$ cat src/rtl/uart_frame_rx_pkg.sv
// Shared definitions for the UART frame receiver.
//   state_e      : frame parser states (HUNT/LEN/DATA/CHK, 2-bit encoding)
//   ERR_*        : err_code values reported alongside frame_err
//   SOF_DEFAULT  : default start-of-frame byte
package uart_frame_rx_pkg;

    typedef enum logic [1:0] {
        ST_HUNT = 2'd0,
        ST_LEN  = 2'd1,
        ST_DATA = 2'd2,
        ST_CHK  = 2'd3
    } state_e;

    localparam logic [1:0] ERR_NONE = 2'd0;
    localparam logic [1:0] ERR_LEN  = 2'd1;
    localparam logic [1:0] ERR_CHK  = 2'd2;
    localparam logic [1:0] ERR_TO   = 2'd3;

    localparam logic [7:0] SOF_DEFAULT = 8'hA5;

endpackage

$ cat src/rtl/uart_frame_rx_timer.sv
// Inter-byte timeout counter for the frame receiver.
//   clk_i     : system clock
//   rst_ni    : asynchronous reset, active-low
//   clr_i     : synchronous clear (has priority over en_i)
//   en_i      : count one cycle
//   expire_o  : combinational, high when counting from TIMEOUT-1
module uart_frame_rx_timer #(
    parameter int unsigned TIMEOUT = 50000,
    parameter int unsigned TO_BIT  = 16
) (
    input  logic clk_i,
    input  logic rst_ni,
    input  logic clr_i,
    input  logic en_i,
    output logic expire_o
);

    localparam logic [TO_BIT-1:0] LAST = TO_BIT'(TIMEOUT - 1);

    logic [TO_BIT-1:0] cnt_q;

    assign expire_o = en_i && (cnt_q == LAST);

    always_ff @(posedge clk_i or negedge rst_ni) begin
        if (!rst_ni) begin
            cnt_q <= '0;
        end else if (clr_i) begin
            cnt_q <= '0;
        end else if (en_i) begin
            cnt_q <= cnt_q + TO_BIT'(1);
        end
    end

endmodule

$ cat src/rtl/uart_frame_rx.sv
// UART frame receiver: pops bytes from the rx FIFO, hunts for SOF and decodes
// SOF | LEN | LEN payload bytes | CHK (CHK = XOR of LEN and payload).
// Payload is forwarded on a valid/ready stream; each frame ends in a one-cycle
// frame_ok or frame_err pulse.
//   clk, reset         : clock, asynchronous active-low reset
//   r_data, rx_empty   : head of rx FIFO / FIFO empty
//   rd_uart            : combinational pop strobe
//   m_data/m_valid/m_last/m_ready : payload stream (registered outputs)
//   frame_ok, frame_err: one-cycle result pulses
//   err_code           : reason for the last frame_err (1=LEN, 2=CHK, 3=timeout)
module uart_frame_rx
    import uart_frame_rx_pkg::*;
#(
    parameter int unsigned     DBIT    = 8,
    parameter int unsigned     MAX_LEN = 64,
    parameter logic [DBIT-1:0] SOF     = DBIT'(SOF_DEFAULT),
    parameter int unsigned     TIMEOUT = 50000,
    parameter int unsigned     TO_BIT  = 16
) (
    input  logic            clk,
    input  logic            reset,
    input  logic [DBIT-1:0] r_data,
    input  logic            rx_empty,
    output logic            rd_uart,
    output logic [DBIT-1:0] m_data,
    output logic            m_valid,
    output logic            m_last,
    input  logic            m_ready,
    output logic            frame_ok,
    output logic            frame_err,
    output logic [1:0]      err_code
);

    state_e          state_q;
    logic [DBIT-1:0] len_q;
    logic [DBIT-1:0] cnt_q;
    logic [DBIT-1:0] chk_q;
    logic [DBIT-1:0] m_data_q;
    logic            m_valid_q;
    logic            m_last_q;
    logic            frame_ok_q;
    logic            frame_err_q;
    logic [1:0]      err_code_q;

    logic            pop;
    logic            len_bad;
    logic [DBIT-1:0] cnt_inc;
    logic            last_byte;
    logic            to_clr;
    logic            to_en;
    logic            to_expire;

    // Pop gating also uses reset so nothing is consumed while held in reset.
    // In DATA a byte is only taken when the output register is free or draining.
    always_comb begin
        pop = 1'b0;
        if (reset && !rx_empty) begin
            if (state_q == ST_DATA) begin
                pop = !m_valid_q || m_ready;
            end else begin
                pop = 1'b1;
            end
        end
    end

    assign rd_uart   = pop;
    assign len_bad   = (r_data == '0) || (r_data > DBIT'(MAX_LEN));
    assign cnt_inc   = cnt_q + DBIT'(1);
    assign last_byte = (cnt_inc == len_q);

    // Timer runs only inside a frame and only while the FIFO is empty, so a
    // byte stalled by downstream backpressure never times the frame out.
    assign to_clr = pop || (state_q == ST_HUNT) || to_expire;
    assign to_en  = rx_empty && (state_q != ST_HUNT);

    uart_frame_rx_timer #(
        .TIMEOUT(TIMEOUT),
        .TO_BIT (TO_BIT)
    ) u_timer (
        .clk_i   (clk),
        .rst_ni  (reset),
        .clr_i   (to_clr),
        .en_i    (to_en),
        .expire_o(to_expire)
    );

    always_ff @(posedge clk or negedge reset) begin
        if (!reset) begin
            state_q     <= ST_HUNT;
            len_q       <= '0;
            cnt_q       <= '0;
            chk_q       <= '0;
            m_data_q    <= '0;
            m_valid_q   <= 1'b0;
            m_last_q    <= 1'b0;
            frame_ok_q  <= 1'b0;
            frame_err_q <= 1'b0;
            err_code_q  <= ERR_NONE;
        end else begin
            frame_ok_q  <= 1'b0;
            frame_err_q <= 1'b0;

            // Output register is independent of the parser state so payload
            // can keep draining after the frame result has been reported.
            if (pop && (state_q == ST_DATA)) begin
                m_data_q  <= r_data;
                m_valid_q <= 1'b1;
                m_last_q  <= last_byte;
            end else if (m_valid_q && m_ready) begin
                m_valid_q <= 1'b0;
                m_last_q  <= 1'b0;
            end

            // Expiry needs rx_empty and a pop needs !rx_empty, so they never collide.
            if (to_expire) begin
                frame_err_q <= 1'b1;
                err_code_q  <= ERR_TO;
                state_q     <= ST_HUNT;
            end else begin
                case (state_q)
                    ST_HUNT: begin
                        if (pop && (r_data == SOF)) begin
                            state_q <= ST_LEN;
                        end
                    end
                    ST_LEN: begin
                        if (pop) begin
                            if (len_bad) begin
                                frame_err_q <= 1'b1;
                                err_code_q  <= ERR_LEN;
                                state_q     <= ST_HUNT;
                            end else begin
                                len_q   <= r_data;
                                chk_q   <= r_data;
                                cnt_q   <= '0;
                                state_q <= ST_DATA;
                            end
                        end
                    end
                    ST_DATA: begin
                        if (pop) begin
                            chk_q <= chk_q ^ r_data;
                            cnt_q <= cnt_inc;
                            if (last_byte) begin
                                state_q <= ST_CHK;
                            end
                        end
                    end
                    ST_CHK: begin
                        if (pop) begin
                            if (r_data == chk_q) begin
                                frame_ok_q <= 1'b1;
                            end else begin
                                frame_err_q <= 1'b1;
                                err_code_q  <= ERR_CHK;
                            end
                            state_q <= ST_HUNT;
                        end
                    end
                    default: state_q <= ST_HUNT;
                endcase
            end
        end
    end

    assign m_data    = m_data_q;
    assign m_valid   = m_valid_q;
    assign m_last    = m_last_q;
    assign frame_ok  = frame_ok_q;
    assign frame_err = frame_err_q;
    assign err_code  = err_code_q;

endmodule

$ cat config.mk
export PLATFORM = sky130hd
export DESIGN_NAME = uart_frame_rx
export DESIGN_NICKNAME = d
export VERILOG_FILES = /design/src/rtl/uart_frame_rx_pkg.sv /design/src/rtl/uart_frame_rx_timer.sv /design/src/rtl/uart_frame_rx.sv
export SDC_FILE = /design/constraint.sdc
export NUM_CORES = 1
export LEC_CHECK = 0
export BUFFER_PORTS_ARGS = -buffer_cell sky130_fd_sc_hd__buf_2
export CORE_UTILIZATION = 53
export CTS_CLUSTER_SIZE = 8
export DETAILED_ROUTE_END_ITERATION = 12
export PLACE_DENSITY = 0.72
export REMOVE_ABC_BUFFERS = 1
export SKIP_CTS_REPAIR_TIMING = 1
export SLEW_MARGIN = 30
export SYNTH_ARGS = -nofsm -noshare
export SYNTH_HDL_FRONTEND = slang
export SYNTH_SLANG_ARGS = --single-unit
$ cat constraint.sdc
create_clock -name clk -period 2.74 [get_ports clk]
set_input_delay 0.548 -clock clk [delete_from_list [all_inputs] [get_ports clk]]
set_output_delay 0.548 -clock clk [all_outputs]
set_load 0.02 [all_outputs]
==> results by group <==
Outcome
  • Outcome: finished, final reports clean

Global routing
  • Gr usage total: 23.8%
  • Remaining Overflow, GRT: 0
  • Vias in the first global route: 2127
  • Initial antenna violation count: 0
  • First-pass GRT wire length: 9.96 mm
  • Largest net degree at the start of global routing: 41

Die
  • I/O pin total: 27
  • Core region area: 0.00517 mm²
  • Die Wd: 75.6 µm
  • Starting Density: 55.4%
  • Row count: 26
  • Chip height: 75.6 µm
  • Die Area: 0.00571 mm²

Layout
  • Post-Layout Cell Count: 411
  • Design area: 0.00322 mm²
  • Share of post-route cells with drive strength above 1: 16.7%
  • Nets@finish: 357
  • Diode count: 0
  • P&R area growth vs syn: 12.2%

Placement
  • Place WS: 0.0825 ns
  • Dpl cell area: 0.00315 mm²
  • HPWL after DPL: 4.43 mm
  • Final Wtd Congestion: 0.784
  • Placed instance count: 406
  • Port Buffers: 26

Worst setup path
  • Worst EP arrival: 2.53 ns
  • Crit path largest cell delay: 0.42 ns
  • Crit path max fanout: 15
  • Crit path kind: in -> reg
  • Critical Path, Cell by Cell: buf_2, or3_1, o21a_1, or3_4, or3_1, buf_4, mux2_4
  • Slowest cell on crit path: or3_1
  • Worst setup SP type: primary input
  • Setup crit end kind: flop
  • Most used cell, CP: or3_1
  • Worst Path Required: 2.93 ns

CTS
  • CTS Buffer Depth: 2
  • Clock buffer count from CTS: 5
  • Worst skew pair latency: 0.30 ns
  • Clk slew on worst S/H paths: 0.09 ns
  • H-Tree Depth: 2
  • Clock root cell: clkbuf_8
  • CTS tree: yes
  • Clock Sinks: 56

Drt
  • Metal2 WL: 2.70 mm
  • M1 wire length: 2.96 mm
  • Met3 wire len: 330 µm
  • First-pass DRT Iterations: 4
  • DRC: 0
  • Via-to-Cell Ratio: 5.69
  • Vias: 2337
  • DR top layer: met4
  • WL/cell: 14.7 µm
  • DR iter-0 viols: 209
  • DRT antenna net count: 0
  • Post-Route WL: 6.06 mm

Synthesis
  • Main combinational cell family by area after synthesis: simple AND/OR/NAND/NOR gates
  • Synthesized area: 0.00287 mm²
  • Mean Syn Cell Area: 9.40 µm²
  • Synth warnings: 0
  • Share of the synthesized area in the top cell type: 48.9%
  • Seq/Total Area, Yosys: 48.9%
  • Compound-Gate Fraction of Synth Area: 10.6%
  • Biggest area consumer among synthesized cells: dfrtp_1
  • Post-synth cell types: 44
  • Synth Area in XOR/XNOR: 9.77%
  • Count leader, synth: dfrtp_1
  • Primary FF master, synth: dfrtp_1
  • Post-synthesis simple-gate area fraction: 24.3%
  • Post-synth EDFFs: 0
  • FF+latch count, synth: 56
  • Mux share of post-synthesis cell area: 3.36%
  • Post-Synthesis Cells: 305
  • Synth area leaders: dfrtp_1 (49%), xor2_1 (7.3%), nand2_1 (6.7%)
  • Synth Area in Adders: 0.873%
  • FFs w/ async S/R, synth: 100%
  • Synth top cells by count: dfrtp_1 (56), nand2_1 (51), nor2_1 (29), xor2_1 (24), o21ai_0 (22)

STA
  • Min setup slack post-route: 0.405 ns
  • Least-Margin Pin Slew: 0.581 ns
  • Final Hold Fails: 0
  • Slew Limit Fails: 0
  • Slew HR: 61.2%
  • Setup TNS: 0 ns
  • Final period util: 85.2%
  • RSZ-0062 raised after global routing: no
  • Fmax: 428 MHz
  • Final Setup Violations: 0
  • Minimum clock period: 2.33 ns
  • Post-Route Skew: 0.00734 ns

Power
  • P_int: 1.11 mW
  • Comb power frac: 12.3%
  • Part of the power in the clock network: 27.3%
  • Leakage Power: 1.51 nW
  • Sw Share: 25.6%
  • Maximum vdd drop: 0.262 mV
  • Sequential share of power: 60.5%
  • Power per Cell Area: 463 mW/mm²
  • Sw power: 381 µW

Hold path
  • Hold Path Class: in -> async

Job
  • Max Cap Viol: 0
-- power groups by stage --
stage               registers [mW]  clock network, mW  logic [mW]
global placement             0.915                  0       0.179
global route                 0.909              0.443       0.209
finish                       0.901              0.406       0.183
detailed placement           0.917                  0       0.184
floorplan                    0.936                  0      0.0799
CTS                          0.901              0.412       0.185
-- cell families (layout without fill, tap and decap cells) --
group	Yosys count	in the layout
multiplexers	8	8
AO/OA/AOI/OAI	48	48
AND/OR/NAND/NOR	145	145
adder cells (fa/ha/maj)	2	2
flip-flops	56	56
buffers and inverters	14	50
XOR/XNOR	32	32
-- area by class of cell --
type	count	area (µm²)
Fill cell	442	1960
Multi-Input combinational cell	235	1410
Sequential cell	56	1400
Timing Repair Buffer	40	235
Tap cell	70	87.6
Clock buffer	5	68.8
Inverter	5	18.8
-- worst max-delay path, delay by kind of cell --
family	cells	cell delay, ns
mux	1	0.31
compound gates	1	0.23
simple gates	3	1.13
buf+inv	2	0.31
-- flip-flops by register name (all words and copies together) (netlist names) --
signal and cells:
m_last 1, m_data 8, state_q 2, chk_q 8, len_q 8, cnt_q 8
u_timer.cnt_q 16, err_code 2, m_valid 1, frame_ok 1, frame_err 1
-- layer usage --
metal | GRT usage (%) | vias to the layer above
met5 | 0 | -
met4 | 7.82 | 0
met3 | 4.63 | 8
met2 | 34.1 | 62
met1 | 36.2 | 1123
li1 | - | 1144
-- stage by stage --
stage               total power [mW]  util (%)  hold slack, ns
floorplan                       1.02         -           0.252
CTS                             1.50      62.2           0.230
global placement                1.09      60.9           0.455
global route                    1.56      62.2           0.237
finish                          1.49      62.2           0.227
detailed placement              1.10      60.9           0.457
-- worst paths after layout --
check                      slack [ns]  cells after the start                to              from
max                              0.41                      7          len_q[4]         r_data[4]
min                              0.23                      2          chk_q[5]             reset
max reg2reg                      0.52                      7  u_timer.cnt_q[0]  u_timer.cnt_q[0]
min reg2reg                      0.48                      2         m_data[3]         m_data[3]
max in group asynchronous        1.74                      3       err_code[1]             reset
min in group clk                 0.48                      2         m_data[3]         m_data[3]
-- cells in the final DEF (no fill, tap or decap), types with 2 or more instances in the layout --
| cell type | count |
|---|---|
| and3_1 | 6 |
| nand4_1 | 8 |
| buf_4 | 14 |
| xor2_1 | 24 |
| nor3_1 | 7 |
| nor4_1 | 4 |
| a21oi_1 | 3 |
| mux2_2 | 5 |
| or2_2 | 2 |
| nor2_1 | 29 |
| clkbuf_8 | 5 |
| o21a_1 | 3 |
| o21ai_0 | 22 |
| ha_1 | 2 |
| and2_1 | 4 |
| nand3_1 | 16 |
| dfrtp_1 | 56 |
| nand2_1 | 51 |
| o22ai_1 | 2 |
| or3_1 | 5 |
| a211oi_1 | 2 |
| o211ai_1 | 8 |
| buf_2 | 26 |
| nor2b_1 | 2 |
| nand2b_1 | 3 |
| inv_1 | 5 |
| a31oi_1 | 2 |
| nor3b_1 | 2 |
| xnor2_1 | 8 |
| mux2_4 | 2 |
(Power assumes the default switching activity.)
